## config.mk

```make
export PLATFORM = sky130hd
export DESIGN_NAME = irq_ctrl_flat
export DESIGN_NICKNAME = d
export VERILOG_FILES = /design/src/rtl/irq_pkg.sv /design/src/rtl/irq_ctrl_if.sv /design/src/rtl/sync_edge.sv /design/src/rtl/irq_ctrl.sv /design/src/flat_wrapper.sv
export SDC_FILE = /design/constraint.sdc
export NUM_CORES = 1
export LEC_CHECK = 0
export BUFFER_PORTS_ARGS = -buffer_cell sky130_fd_sc_hd__buf_2
export CAP_MARGIN = 20
export CORE_MARGIN = 2
export CORE_UTILIZATION = 47
export CTS_BUF_LIST = sky130_fd_sc_hd__clkbuf_4 sky130_fd_sc_hd__clkbuf_8
export DETAILED_ROUTE_END_ITERATION = 12
export PLACE_DENSITY = 0.88
export SLEW_MARGIN = 15
export SYNTH_ARGS = -nofsm -noshare
export SYNTH_HDL_FRONTEND = slang
export SYNTH_SLANG_ARGS = --single-unit
```

## constraint.sdc

```tcl
create_clock -name clk -period 5.5 [get_ports clk]
set_clock_uncertainty 0.2 [all_clocks]
set_input_delay 0.275 -clock clk [delete_from_list [all_inputs] [get_ports clk]]
set_output_delay 0.275 -clock clk [all_outputs]
set_load 0.02 [all_outputs]
```

## src/rtl/irq_pkg.sv

```systemverilog
`default_nettype none
// ============================================================================
//  Module  : irq_pkg
//  Purpose : Shared types and constants for the single-level interrupt
//            sequencer (state encoding, mret opcode, default handler PC).
//  Ports   : none (package)
//  Rev     : 1.0  initial release
// ============================================================================
package irq_pkg;

    // Sequencer states, explicitly 2 bits wide.
    typedef enum logic [1:0] {
        ST_IDLE    = 2'd0,
        ST_HANDLER = 2'd1,
        ST_RESUME  = 2'd2
    } irq_state_t;

    // Full 32-bit encoding of the RV32 'mret' instruction.
    localparam logic [31:0] MRET_INST            = 32'h3020_0073;

    // Default interrupt handler entry PC.
    localparam logic [31:0] HANDLER_BASE_DEFAULT = 32'h0000_0100;

    // Default width of the taken-interrupt counter.
    localparam int          CNT_W_DEFAULT        = 16;

endpackage : irq_pkg
`default_nettype wire

```

## src/rtl/irq_ctrl_if.sv

```systemverilog
`default_nettype none
// ============================================================================
//  Module  : irq_ctrl_if
//  Purpose : Bundle between the ID stage / hazard logic and the interrupt
//            sequencer.
//  Ports   : none; signals grouped as
//            pipeline -> sequencer : interrupter, irq_en, inst_ID, PC_ID,
//                                    valid_ID, stall_ID
//            sequencer -> pipeline : trap_redirect, trap_PC, trap_flush_FD,
//                                    trap_flush_DE, epc, in_handler,
//                                    irq_pending, taken_cnt
//            modport master = pipeline side, modport slave = irq_ctrl
//  Rev     : 1.0  initial release
// ============================================================================
interface irq_ctrl_if #(
    parameter int CNT_W = 16
);

    logic              interrupter;
    logic              irq_en;
    logic [31:0]       inst_ID;
    logic [31:0]       PC_ID;
    logic              valid_ID;
    logic              stall_ID;

    logic              trap_redirect;
    logic [31:0]       trap_PC;
    logic              trap_flush_FD;
    logic              trap_flush_DE;
    logic [31:0]       epc;
    logic              in_handler;
    logic              irq_pending;
    logic [CNT_W-1:0]  taken_cnt;

    modport master (
        output interrupter, irq_en, inst_ID, PC_ID, valid_ID, stall_ID,
        input  trap_redirect, trap_PC, trap_flush_FD, trap_flush_DE,
               epc, in_handler, irq_pending, taken_cnt
    );

    modport slave (
        input  interrupter, irq_en, inst_ID, PC_ID, valid_ID, stall_ID,
        output trap_redirect, trap_PC, trap_flush_FD, trap_flush_DE,
               epc, in_handler, irq_pending, taken_cnt
    );

endinterface : irq_ctrl_if
`default_nettype wire

```

## src/rtl/sync_edge.sv

```systemverilog
`default_nettype none
// ============================================================================
//  Module  : sync_edge
//  Purpose : Two-flop synchronizer for an asynchronous level input followed
//            by a rising-edge detector. The edge pulse is one cycle wide.
//  Ports   : clk     - clock
//            rst     - synchronous active-high reset
//            i_async - raw asynchronous level
//            o_rise  - one-cycle pulse on a synchronized 0->1 transition
//  Rev     : 1.0  initial release
// ============================================================================
module sync_edge (
    input  wire logic clk,
    input  wire logic rst,
    input  wire logic i_async,
    output logic      o_rise
);

    logic r_s1;
    logic r_s2;
    logic r_s3;

    always_ff @(posedge clk) begin
        if (rst) begin
            r_s1 <= 1'b0;
            r_s2 <= 1'b0;
            r_s3 <= 1'b0;
        end else begin
            r_s1 <= i_async;
            r_s2 <= r_s1;
            r_s3 <= r_s2;
        end
    end

    // r_s3 is only a delayed copy of the synchronized level, used to
    // detect the edge; it is not part of the metastability chain.
    assign o_rise = r_s2 & ~r_s3;

endmodule : sync_edge
`default_nettype wire

```

## src/rtl/irq_ctrl.sv

```systemverilog
`default_nettype none
// ============================================================================
//  Module  : irq_ctrl
//  Purpose : Single-level interrupt sequencer for the 5-stage RV32 pipeline.
//            Latches a synchronized interrupt request. At a clean ID-stage
//            issue it squashes the ID instruction, saves its PC and
//            redirects fetch to the handler. It returns to the saved PC
//            when an mret issues from ID.
//  Ports   : clk - pipeline clock
//            rst - synchronous active-high reset
//            bus - irq_ctrl_if.slave (ID-stage inputs, trap outputs, status)
//  Rev     : 1.0  initial release
// ============================================================================
module irq_ctrl
    import irq_pkg::*;
#(
    parameter logic [31:0] HANDLER_BASE = HANDLER_BASE_DEFAULT,
    parameter int          CNT_W        = CNT_W_DEFAULT
) (
    input  wire logic       clk,
    input  wire logic       rst,
    irq_ctrl_if.slave       bus
);

    irq_state_t        r_state;
    logic              r_pending;
    logic [31:0]       r_epc;
    logic [CNT_W-1:0]  r_taken_cnt;
    logic              r_in_handler;

    logic w_rise;
    logic w_issue;
    logic w_is_mret;
    logic w_take;
    logic w_ret;

    sync_edge u_sync_edge (
        .clk     (clk),
        .rst     (rst),
        .i_async (bus.interrupter),
        .o_rise  (w_rise)
    );

    assign w_issue   = bus.valid_ID & ~bus.stall_ID;
    assign w_is_mret = (bus.inst_ID == MRET_INST);

    // Interrupts are only taken from IDLE. RESUME blocks a take until the
    // instruction at epc has issued, so every return makes progress.
    assign w_take = (r_state == ST_IDLE) & r_pending & bus.irq_en & w_issue;

    // mret only returns while in the handler; in IDLE or RESUME it
    // passes through untouched.
    assign w_ret  = (r_state == ST_HANDLER) & w_issue & w_is_mret;

    // Mealy trap outputs, OR-ed by the pipeline ahead of branch redirects.
    always_comb begin
        bus.trap_redirect = w_take | w_ret;
        bus.trap_flush_FD = w_take | w_ret;
        bus.trap_flush_DE = w_take | w_ret;
        bus.trap_PC       = HANDLER_BASE;
        if (w_ret) begin
            bus.trap_PC = r_epc;
        end
    end

    always_ff @(posedge clk) begin
        if (rst) begin
            r_state      <= ST_IDLE;
            r_pending    <= 1'b0;
            r_epc        <= 32'h0;
            r_taken_cnt  <= '0;
            r_in_handler <= 1'b0;
        end else begin
            // A fresh edge in the same cycle as a take must not be lost:
            // set wins over clear.
            if (w_rise) begin
                r_pending <= 1'b1;
            end else if (w_take) begin
                r_pending <= 1'b0;
            end

            case (r_state)
                ST_IDLE: begin
                    if (w_take) begin
                        // The squashed ID instruction (possibly a branch)
                        // is re-executed after return.
                        r_epc        <= bus.PC_ID;
                        r_taken_cnt  <= r_taken_cnt + 1'b1;
                        r_state      <= ST_HANDLER;
                        r_in_handler <= 1'b1;
                    end
                end
                ST_HANDLER: begin
                    if (w_ret) begin
                        r_state      <= ST_RESUME;
                        r_in_handler <= 1'b0;
                    end
                end
                ST_RESUME: begin
                    if (w_issue) begin
                        r_state <= ST_IDLE;
                    end
                end
                default: begin
                    r_state      <= ST_IDLE;
                    r_in_handler <= 1'b0;
                end
            endcase
        end
    end

    assign bus.epc         = r_epc;
    assign bus.in_handler  = r_in_handler;
    assign bus.irq_pending = r_pending;
    assign bus.taken_cnt   = r_taken_cnt;

endmodule : irq_ctrl
`default_nettype wire

```

## src/flat_wrapper.sv

```systemverilog
// flat-port wrapper written by rule: the top's interface ports become plain ports
module irq_ctrl_flat import irq_pkg::*;
#(
    parameter logic [31:0] HANDLER_BASE = HANDLER_BASE_DEFAULT,
    parameter int          CNT_W        = CNT_W_DEFAULT
)
  (clk, rst, bus_interrupter, bus_irq_en, bus_inst_ID, bus_PC_ID, bus_valid_ID, bus_stall_ID, bus_trap_redirect, bus_trap_PC, bus_trap_flush_FD, bus_trap_flush_DE, bus_epc, bus_in_handler, bus_irq_pending, bus_taken_cnt);
  irq_ctrl_if #(.CNT_W(CNT_W)) bus_i ();
  input  wire logic clk;
  input  wire logic rst;
  input wire logic [$bits(bus_i.interrupter)-1:0] bus_interrupter;
  input wire logic [$bits(bus_i.irq_en)-1:0] bus_irq_en;
  input wire logic [$bits(bus_i.inst_ID)-1:0] bus_inst_ID;
  input wire logic [$bits(bus_i.PC_ID)-1:0] bus_PC_ID;
  input wire logic [$bits(bus_i.valid_ID)-1:0] bus_valid_ID;
  input wire logic [$bits(bus_i.stall_ID)-1:0] bus_stall_ID;
  output wire logic [$bits(bus_i.trap_redirect)-1:0] bus_trap_redirect;
  output wire logic [$bits(bus_i.trap_PC)-1:0] bus_trap_PC;
  output wire logic [$bits(bus_i.trap_flush_FD)-1:0] bus_trap_flush_FD;
  output wire logic [$bits(bus_i.trap_flush_DE)-1:0] bus_trap_flush_DE;
  output wire logic [$bits(bus_i.epc)-1:0] bus_epc;
  output wire logic [$bits(bus_i.in_handler)-1:0] bus_in_handler;
  output wire logic [$bits(bus_i.irq_pending)-1:0] bus_irq_pending;
  output wire logic [$bits(bus_i.taken_cnt)-1:0] bus_taken_cnt;
  assign bus_i.interrupter = bus_interrupter;
  assign bus_i.irq_en = bus_irq_en;
  assign bus_i.inst_ID = bus_inst_ID;
  assign bus_i.PC_ID = bus_PC_ID;
  assign bus_i.valid_ID = bus_valid_ID;
  assign bus_i.stall_ID = bus_stall_ID;
  assign bus_trap_redirect = bus_i.trap_redirect;
  assign bus_trap_PC = bus_i.trap_PC;
  assign bus_trap_flush_FD = bus_i.trap_flush_FD;
  assign bus_trap_flush_DE = bus_i.trap_flush_DE;
  assign bus_epc = bus_i.epc;
  assign bus_in_handler = bus_i.in_handler;
  assign bus_irq_pending = bus_i.irq_pending;
  assign bus_taken_cnt = bus_i.taken_cnt;
  irq_ctrl #(.HANDLER_BASE(HANDLER_BASE), .CNT_W(CNT_W)) u_core (.clk(clk), .rst(rst), .bus(bus_i));
endmodule
```

==> run metrics, run 1 <==
outcome finished, final reports clean; #FFs+latches synth 55; Placed Cells 507; Worst Reg-to-Reg Cells 4; worst endpoint required time 5.03 ns; CTS resizes 0; Final Setup Violations 0; switching power 144 uW; final core utilization 68.3%; Reg clk slew, reported paths 0.09 ns; Total Power 673 uW; design area 3420 sq um; final worst path period share 46.8%; Clk Latency, worst-skew pair 0.29 ns; Hold Path Class in2reg; Pre-antenna DRT Iters 5; DR top layer met4; Root Buffer clkbuf_8; clock power share 32.2%; Final Hold Fails 0; DRC Markers 0; cell row count 26; Leakage 0.00161 uW; critical path fanouts, max 35; CP Launch Point u_core.r_state[0]$_SDFFE_PP0P_; Synth-to-Final Area Change 42.3%; Worst-Margin Slew 0.987 ns; final antenna-violating net count 0; Startpoint Class register; die height 75.5 um; metal2 WL 3280 um; post-detailed-route via-to-cell ratio 5.03; sequential share of the synthesized area 45.8%; post-synthesis cell area 2400 sq um; Initial Utilization 48.0%; Yosys warning count 0; H-Tree Level Count 2; area leader, netlist dfxtp_1; Hold Path End u_core.bus.epc[25]$_SDFFE_PP0P_; internal power 529 uW; Hold Crit Start bus_PC_ID[25]; starting DRC count in detailed routing 103; hold depth 3; drt wl/cell 12.6 um; Total Routing Usage GR 21.1%; core box area 5010 sq um; share of post-route cells with drive strength above 1 38.2%; Relative slew margins 34.2%; Worst Path Class, Setup reg2out; sequential fraction of design power 59.9%; maximum clock rate 0.389 GHz; CTS buffer count 5; post-synthesis cell count 299; vias in the first global route 2079; Main synth FF type dfxtp_1; gpl congestion 0.766; post-layout min period 2.57 ns; Worst VDD drop 0.122 mV; syn avg cell area 8.03 sq um; fin. max-slew vios 0; r2r endpoint u_core.bus.taken_cnt[15]$_SDFFE_PP0P_; GRT overflow 0; post-synth cell types 34; post-synth top area share 45.8%; hpwl dp 4620 um; reg2reg setup slack 3.28 ns; most common cell in the netlist nand2_1; CTS tree built; clk sinks 55; die area 5700 sq um; ys async rst share 0%; ANT cells 0; first-pass GRT wire length 9200 um; Port-buffer cells 154; Nets 526; switching share of power 21.4%; Clock Tree Buf Depth 2; Comb power frac 7.9%; setup TNS 0 ns; CTS Hold Bufs 11; met3 WL post-DR 607 um; postcts setup bufs 0; CP arrival 2.10 ns; max-cap viol count 0; Post-Layout Cell Count 525; R2R Path Start u_core.r_state[0]$_SDFFE_PP0P_; Synth top cells by count nand2_1 (71), dfxtp_1 (55), a21oi_1 (46); Top Ports 155; DR vias 2641; Cell Pwr Density 197 nW/um^2; RSZ-0062 raised after global routing false; top cells by area, synth dfxtp_1 (46%), nand2_1 (11%), a21oi_1 (9.6%); crit end category output pin; final wirelength 6600 um; initial antenna violation count 0; Mapped Nets 370; largest net degree at the start of global routing 56; M1 wire length 2660 um; Post-synth EDFFs 0; Post-DP Area 3220 sq um; Die W 75.5 um
stage by stage:
step | hold WS (ns) | setup WS [ns]
2_1_floorplan | 0.203 | 3.35
3_3_place_gp | 0.216 | 2.89
3_5_place_dp | 0.224 | 3.06
4_1_cts | 0.0000301 | 2.91
5_1_grt | 0.00286 | 2.73
6_report | 0.00746 | 2.93
registers in the layout, summed over array words and instances (netlist names):
register / cells
u_core.bus.taken_cnt: 16
u_core.r_state: 2
u_core.u_sync_edge.r_s3: 1
u_core.bus.irq_pending: 1
u_core.u_sync_edge.r_s2: 1
u_core.u_sync_edge.r_s1: 1
u_core.bus.epc: 32
u_core.bus.in_handler: 1
critical path, cell delays in order, from the launching register on:
cell and delay, ns:
dfxtp_1 0.39, nor2b_1 0.24, nand3_1 0.18, nor4_4 0.30, buf_4 0.33, nand2b_1 0.18
buf_2 0.17
placed cells by master, fill, tap and decap left out, drive strengths merged, types with 6 or more instances in the layout:
master / n
buf: 157
nand2: 71
dfxtp: 55
a21oi: 46
and2: 31
dlygate4sd3: 11
nor2: 9
nand3: 7
nor2b: 6
o21ai: 6
clkbuf: 6
or4: 6
power groups by stage:
| stage | Clock [uW] | Combinational, uW | Sequential (uW) |
|---|---|---|---|
| final | 217 | 52.9 | 403 |
| after global routing | 239 | 58.0 | 404 |
| after CTS | 225 | 52.8 | 403 |
| after detailed placement | 0 | 46.6 | 412 |
| after global placement | 0 | 45.6 | 412 |
| after floorplan | 0 | 14.8 | 415 |
worst max path at each step:
stage,slack [ns],end,cells past startpoint
2_1_floorplan,3.35,bus_trap_flush_FD,5
3_3_place_gp,2.89,bus_trap_flush_FD,5
3_5_place_dp,3.06,bus_trap_flush_DE,7
4_1_cts,2.91,bus_trap_flush_DE,6
5_1_grt,2.73,bus_trap_redirect,6
6_report,2.93,bus_trap_flush_DE,6
metal layers:
| metal | vias up | track usage [%] |
|---|---|---|
| met5 | - | 0 |
| li1 | 1318 | - |
| met3 | 8 | 5.42 |
| met2 | 129 | 39.0 |
| met4 | 0 | 4.68 |
| met1 | 1186 | 24.3 |
logic make-up after synthesis:
logic type	after synthesis	synth area share (%)
AOI/OAI and AO/OA	59	13.2
buffers and inverters	22	3.80
and+or+nand+nor	157	34.8
DFF	55	45.8
adders and majority gates	1	0.521
xor gates and xnor gates	5	1.82
cell type report:
| cell class | instances | area, sq um |
|---|---|---|
| Sequential cell | 55 | 1100 |
| Clock inverter | 1 | 5.00 |
| Clock buffer | 6 | 82.6 |
| Multi-Input combinational cell | 222 | 1220 |
| Timing Repair Buffer | 168 | 911 |
| Fill cell | 439 | 1590 |
| Tap cell | 70 | 87.6 |
| Inverter | 3 | 11.3 |
No activity file was read; power rests on OpenSTA's default activity.
==> run 2: changes to the inputs <==
ABC_AREA = 1   (was not set)
CORE_UTILIZATION = 45   (was 47)
PLACE_DENSITY = 0.82   (was 0.88)
clock period = 2.6 ns   (was 5.5 ns; I/O delays follow)
==> run 2 against run 1 <==
  * Area after synthesis rose by 11%
  * Sequential power grew 110%
  * Count of clock-buffer cells in the layout increased by 2
  * Design area is 13% higher
  * Critical path depth increased by 1
  * Combinational power rose to 3.3 times the previous value
  * Sequential share of layout area shrank 3.8 points
  * Routed wire length up 18%
  * Worst hold slack better by 0.052 ns
  * Non-clock buffer count increased by 25
  * Worst setup slack worse by 2.6 ns
  * Synthesized cell count increased by 29%
==> run metrics, run 2 <==
Final Hold Fails 0 (unchanged); DRC Markers 0 (unchanged); CTS tree built; commonest non-fill, non-tap cells in the layout buf_2 (154), nor2_1 (68), inv_1 (67), dfxtp_1 (55), nand2_1 (49); die height 81.0 um (+7.4%); Worst VDD drop 0.344 mV (+180%); hold depth 5 (+2); reg2reg setup slack 0.88 ns (-2.40 ns); postcts setup bufs 0 (unchanged); Main synth FF type dfxtp_1; cell row count 28 (+7.7%); critical path fanouts, max 36 (+2.9%); Synth Area in Simple Gates 25.7% (-9.1 points); GRT overflow 0 (unchanged); most common cell in the netlist nor2_1; Port-buffer cells 154 (unchanged); post-synthesis cell count 386 (+29%); multiplexer share of the synthesized area 0% (unchanged); H-Tree Level Count 2 (unchanged); final worst path period share 86.7%; Top Ports 155 (unchanged); Leakage 0.00189 uW (+18%); syn avg cell area 6.92 sq um (-14%); Final Setup Violations 0 (unchanged); core box area 5820 sq um (+16%); post-detailed-route via-to-cell ratio 4.74 (-5.7%); CTS buffer count 5 (unchanged); Initial Utilization 45.9% (-2.0 points); Worst Path Class, Setup reg2out; die area 6570 sq um (+15%); Pre-antenna DRT Iters 4 (-1); crit end category output pin; Root Buffer clkbuf_8; final wirelength 7780 um (+18%); Filler cells 486 (+11%); Startpoint Class register; setup TNS 0 ns (unchanged); Hold Path Class in2reg; largest family of logic cells by synthesized area simple AND/OR/NAND/NOR gates; post-synth top area share 41.2% (-4.6 points); initial antenna violation count 0 (unchanged); Worst-Margin Slew 0.572 ns (-0.415 ns); max-cap viol count 0 (unchanged); top cells by area, synth dfxtp_1 (41%), nor2_1 (9.6%), inv_1 (9.4%); Nets 637 (+21%); Yosys warning count 0 (unchanged); Cell Pwr Density 399 nW/um^2 (+100%); Mapped Nets 457 (+24%); Post-synth EDFFs 0 (unchanged); Reg clk slew, reported paths 0.09 ns (about the same); fin. max-slew vios 0 (unchanged); Clk Latency, worst-skew pair 0.30 ns (about the same); area leader, netlist dfxtp_1; M3 GR Usage 5.11% (-0.31 points); CP arrival 1.93 ns (-0.17 ns); share of post-route cells with drive strength above 1 31.7% (-6.5 points); adder-cell share of the synthesized area 0.468% (-0.052 points); M1 GR Usage 25.0% (+0.74 points); Relative slew margins 61.7% (+28 points); Total Routing Usage GR 23.0% (+2.0 points); starting DRC count in detailed routing 88 (-15%); DR vias 3045 (+15%); hold_ws 0.0595 ns (+0.0520 ns); gpl congestion 0.898 (+17%); Synth-to-Final Area Change 45.0%; post-synth cell types 26 (-24%); Die W 81.0 um (+7.4%); max reg flops 32 (unchanged); maximum clock rate 0.443 GHz; ys async rst share 0% (unchanged); #FFs+latches synth 55 (unchanged); Multi-input gate area 1160 sq um (-4.6%); worst endpoint required time 2.27 ns (-2.76 ns); RSZ-0062 raised after global routing false; ANT cells 0 (unchanged); post-synthesis cell area 2670 sq um (+11%); Post-Synth XOR/XNOR Area 1.31% (-0.51 points); clk sinks 55 (unchanged); Synth top cells by count nor2_1 (68), inv_1 (67), dfxtp_1 (55); gr busiest metal met2; routing usage on met2 44.0% (+5.0 points); register area 1100 sq um (unchanged); drt wl/cell 12.1 um (-3.5%); first-pass GRT wire length 12000 um (+30%); Clock Tree Buf Depth 2 (unchanged); Compound-Gate Fraction of Synth Area 16.1% (+2.9 points); sequential share of the synthesized area 41.2% (-4.6 points); outcome finished, final reports clean; Worst Reg-to-Reg Cells 7 (+3); final antenna-violating net count 0 (unchanged); largest net degree at the start of global routing 42 (-25%); hpwl dp 5200 um (+13%); vias in the first global route 2758 (+33%); post-layout min period 2.26 ns; most common cell after layout, fill and taps aside buf_2
[run 2: logic make-up (layout without fill, tap and decap cells)]
logic type | Yosys count | after routing
simple gates | 152 | 152
buf+inv | 88 | 269
compound gates | 86 | 86
flops | 55 | 55
xor+xnor | 4 | 4
fa+ha+maj | 1 | 1
[run 2: what timing repair did]
| action | CTS | global route |
|---|---|---|
| setup endpoints to repair | 0 | 0 |
| resized for setup | 0 | 0 |
| hold endpoints to repair | 41 | 0 |
| hold buffers | 36 | 0 |
[run 2: area by class of cell]
| cell class | count | area share [%] |
|---|---|---|
| Timing Repair Buffer | 193 | 29.8 |
| Clock buffer | 8 | 2.68 |
| Tap cell | 75 | 2.42 |
| Sequential cell | 55 | 28.4 |
| Inverter | 68 | 6.59 |
| Multi-Input combinational cell | 243 | 30.1 |
[run 2: final timing paths]
check                                     startpoint                                  to
setup reg to reg      u_core.r_state[0]$_SDFFE_PP0P_  u_core.bus.in_handler$_SDFFE_PP0P_
hold reg to reg   u_core.u_sync_edge.r_s1$_SDFF_PP0_  u_core.u_sync_edge.r_s2$_SDFF_PP0_
hold / removal                          bus_stall_ID      u_core.r_state[1]$_SDFFE_PP0P_
setup / recovery      u_core.r_state[0]$_SDFFE_PP0P_                      bus_trap_PC[8]
[run 2: where the power goes]
group          total, uW  switching [uW]  leakage [uW]  internal [uW]
Sequential           857            5.18      0.000444            852
Clock                515             261     0.0000549            254
Combinational        174            79.0       0.00139           95.2
[run 2: layer usage]
metal	wire [um]	part of all wire [%]
met4	111	1.4
met3	559	7.2
met2	4000	51
met1	3110	40
met5	0	0
[run 2: critical path, stage by stage, from the launching register on]
cell,delay [ns]
dfxtp_1,0.33
inv_2,0.06
nor2_1,0.13
nand3_1,0.10
nor2_2,0.14
nand3_4,0.34
or2_1,0.35
buf_2,0.16
[run 2: metrics by stage]
| step | setup WS, ns | utilization (%) | power, uW | instances | cell area [sq um] |
|---|---|---|---|---|---|
| after floorplan | 0.818 | - | 938 | 386 | 2670 |
| after global placement | 0.763 | 58.6 | 1000 | 598 | 3410 |
| after detailed placement | 0.677 | 58.6 | 1010 | 598 | 3410 |
| after CTS | 0.326 | 66.6 | 1560 | 642 | 3870 |
| after global routing | 0.214 | 66.6 | 1610 | 642 | 3870 |
| final | 0.345 | 66.6 | 1550 | 642 | 3870 |
==> run 3: changes to the inputs <==
ABC_CLOCK_PERIOD_IN_PS = 2600   (was not set)
BUFFER_PORTS_ARGS = not set   (was -buffer_cell sky130_fd_sc_hd__buf_2)
CORE_UTILIZATION = 65   (was 45)
DONT_BUFFER_PORTS = 1   (was not set)
PLACE_DENSITY = 0.81   (was 0.82)
==> run 3 against run 2 <==
  * First-iteration DRC count grew 67%
  * Routed wire length shrank 13%
  * Sequential cell count did not move
  * Global-route usage rose by 5.3 points
  * Cell count is 27% lower
  * Critical path type unchanged
  * Critical endpoint is now bus_trap_PC[11]
  * Largest cell class unchanged
==> run metrics, run 3 (same netlist as run 2, synthesis figures left out) <==
outcome finished, final reports clean; Initial Utilization 67.3% (+21 points); hpwl dp 4270 um (-18%); maximum clock rate 0.431 GHz (-2.7%); setup ws final 0.282 ns (-0.0631 ns); cell row count 23 (-18%); switching power 331 uW (-4.0%); post-place setup slack 0.717 ns (+0.0405 ns); CP arrival 1.99 ns (+0.06 ns); largest net degree at the start of global routing 40 (-4.8%); CTS buffer count 5 (unchanged); DR vias 2522 (-17%); sequential fraction of design power 57.1% (+1.7 points); RSZ-0062 raised after global routing false; die area 4640 sq um (-29%); Die W 68.1 um (-16%); gpl congestion 0.862 (-4.1%); clk sinks 55 (unchanged); Total Power 1520 uW (-1.6%); CTS tree built; internal power 1190 uW (-0.91%); DRC Markers 0 (unchanged); starting DRC count in detailed routing 147 (+67%); Startpoint Class register; final antenna-violating net count 0 (unchanged); most common cell after layout, fill and taps aside nor2_1; postcts setup bufs 0 (unchanged); commonest non-fill, non-tap cells in the layout nor2_1 (68), inv_1 (67), dfxtp_1 (55), nand2_1 (49), a21oi_1 (46); max reg flops 32 (unchanged); Total Routing Usage GR 28.4% (+5.3 points); ANT cells 0 (unchanged); Post-DP Area 2610 sq um (-23%); setup TNS 0 ns (unchanged); Worst-Margin Slew 0.594 ns (+0.0225 ns); worst endpoint required time 2.27 ns (about the same); max-cap viol count 0 (unchanged); Worst Path Class, Setup reg2out; Synth-to-Final Area Change 16.4%; Clock Tree Buf Depth 2 (unchanged); die height 68.1 um (-16%); Cell Pwr Density 489 nW/um^2 (+22%); Hold Path Class in2reg; vias in the first global route 2451 (-11%); design area 3110 sq um (-20%); critical path fanouts, max 36 (unchanged); drt wl/cell 14.5 um (+20%); Nets 487 (-24%); post-detailed-route via-to-cell ratio 5.41 (+14%); GRT overflow 0 (unchanged); clock power share 35.9% (+2.6 points); switching share of power 21.8% (-0.55 points); Final Hold Fails 0 (unchanged); post-layout min period 2.32 ns (+0.0631 ns); crit end category output pin; Port-buffer cells 0 (-100%); Leakage 0.00117 uW (-38%); Pre-antenna DRT Iters 4 (unchanged); Relative slew margins 60.2% (-1.5 points); Comb power frac 7.1% (-4.2 points); core box area 3970 sq um (-32%); share of post-route cells with drive strength above 1 6.25% (-25 points); Reg clk slew, reported paths 0.09 ns (about the same); Final Setup Violations 0 (unchanged); Clk Latency, worst-skew pair 0.30 ns (about the same); initial antenna violation count 0 (unchanged); Root Buffer clkbuf_8; final wirelength 6750 um (-13%); H-Tree Level Count 2 (unchanged); final worst path period share 89.2% (+2.4 points); Top Ports 155 (unchanged); fin. max-slew vios 0 (unchanged); Worst VDD drop 0.371 mV (+7.8%); first-pass GRT wire length 10000 um (-16%)
[run 3: cell count changes in the layout (fill, tap and decap cells not counted), sizes merged]
cell,change
clkinvlp,+1
dlygate4sd3,+3
buf,-153
bufinv,+1
clkbuf,-3
[run 3: power by group through the flow]
stage	clock network [uW]	registers, uW	logic [uW]
floorplan	0	886	52.4
global placement	0	888	53.9
detailed placement	0	888	56.1
CTS	555	868	105
global route	584	870	120
finish	546	868	108
[run 3: what timing repair did]
action                    in CTS  in global routing
resized for setup              0                  0
hold buffers                  39                  0
hold endpoints to repair      51                  0
[run 3: per-stage QoR]
step	hold slack, ns	utilization [%]	std cells
after global routing	0.0796	78.3	466
after floorplan	0.0370	-	386
final	0.0479	78.3	466
after detailed placement	0.00363	65.8	420
after global placement	0.00186	65.8	420
after CTS	0.0429	78.3	466
[run 3: critical path, cell delays in order (launching register included)]
cell and delay [ns]:
dfxtp_1 0.34, inv_2 0.06, nor2_1 0.16, nand3_1 0.11, nor2_2 0.14, nand3_4 0.34
nor2_1 0.52
[run 3: final cells by class]
cell class / count / area (sq um)
Clock inverter: 2 / 37.5
Fill cell: 276 / 861
Tap cell: 50 / 62.6
Multi-Input combinational cell: 243 / 1160
Clock buffer: 5 / 68.8
Timing Repair Buffer: 43 / 420
Inverter: 68 / 255
Sequential cell: 55 / 1100
[run 3: routing by layer]
layer	routed length (um)	track usage (%)	part of all wire [%]
met5	0	0	0
met4	166	14.0	2.5
met3	560	7.89	8.3
met2	3460	54.1	51
met1	2570	27.6	38
[run 3: path summary, 6_finish.rpt]
kind                            slack, ns  cells past startpoint                               endpoint                                 from
worst max-delay path                 0.28                      6                        bus_trap_PC[11]       u_core.r_state[0]$_SDFFE_PP0P_
worst min-delay path                 0.05                      5  u_core.bus.taken_cnt[15]$_SDFFE_PP0P_                         bus_stall_ID
worst max register to register       0.39                      5   u_core.bus.taken_cnt[2]$_SDFFE_PP0P_  u_core.bus.irq_pending$_SDFFE_PP0P_
worst min register to register       0.21                      2     u_core.u_sync_edge.r_s2$_SDFF_PP0_   u_core.u_sync_edge.r_s1$_SDFF_PP0_
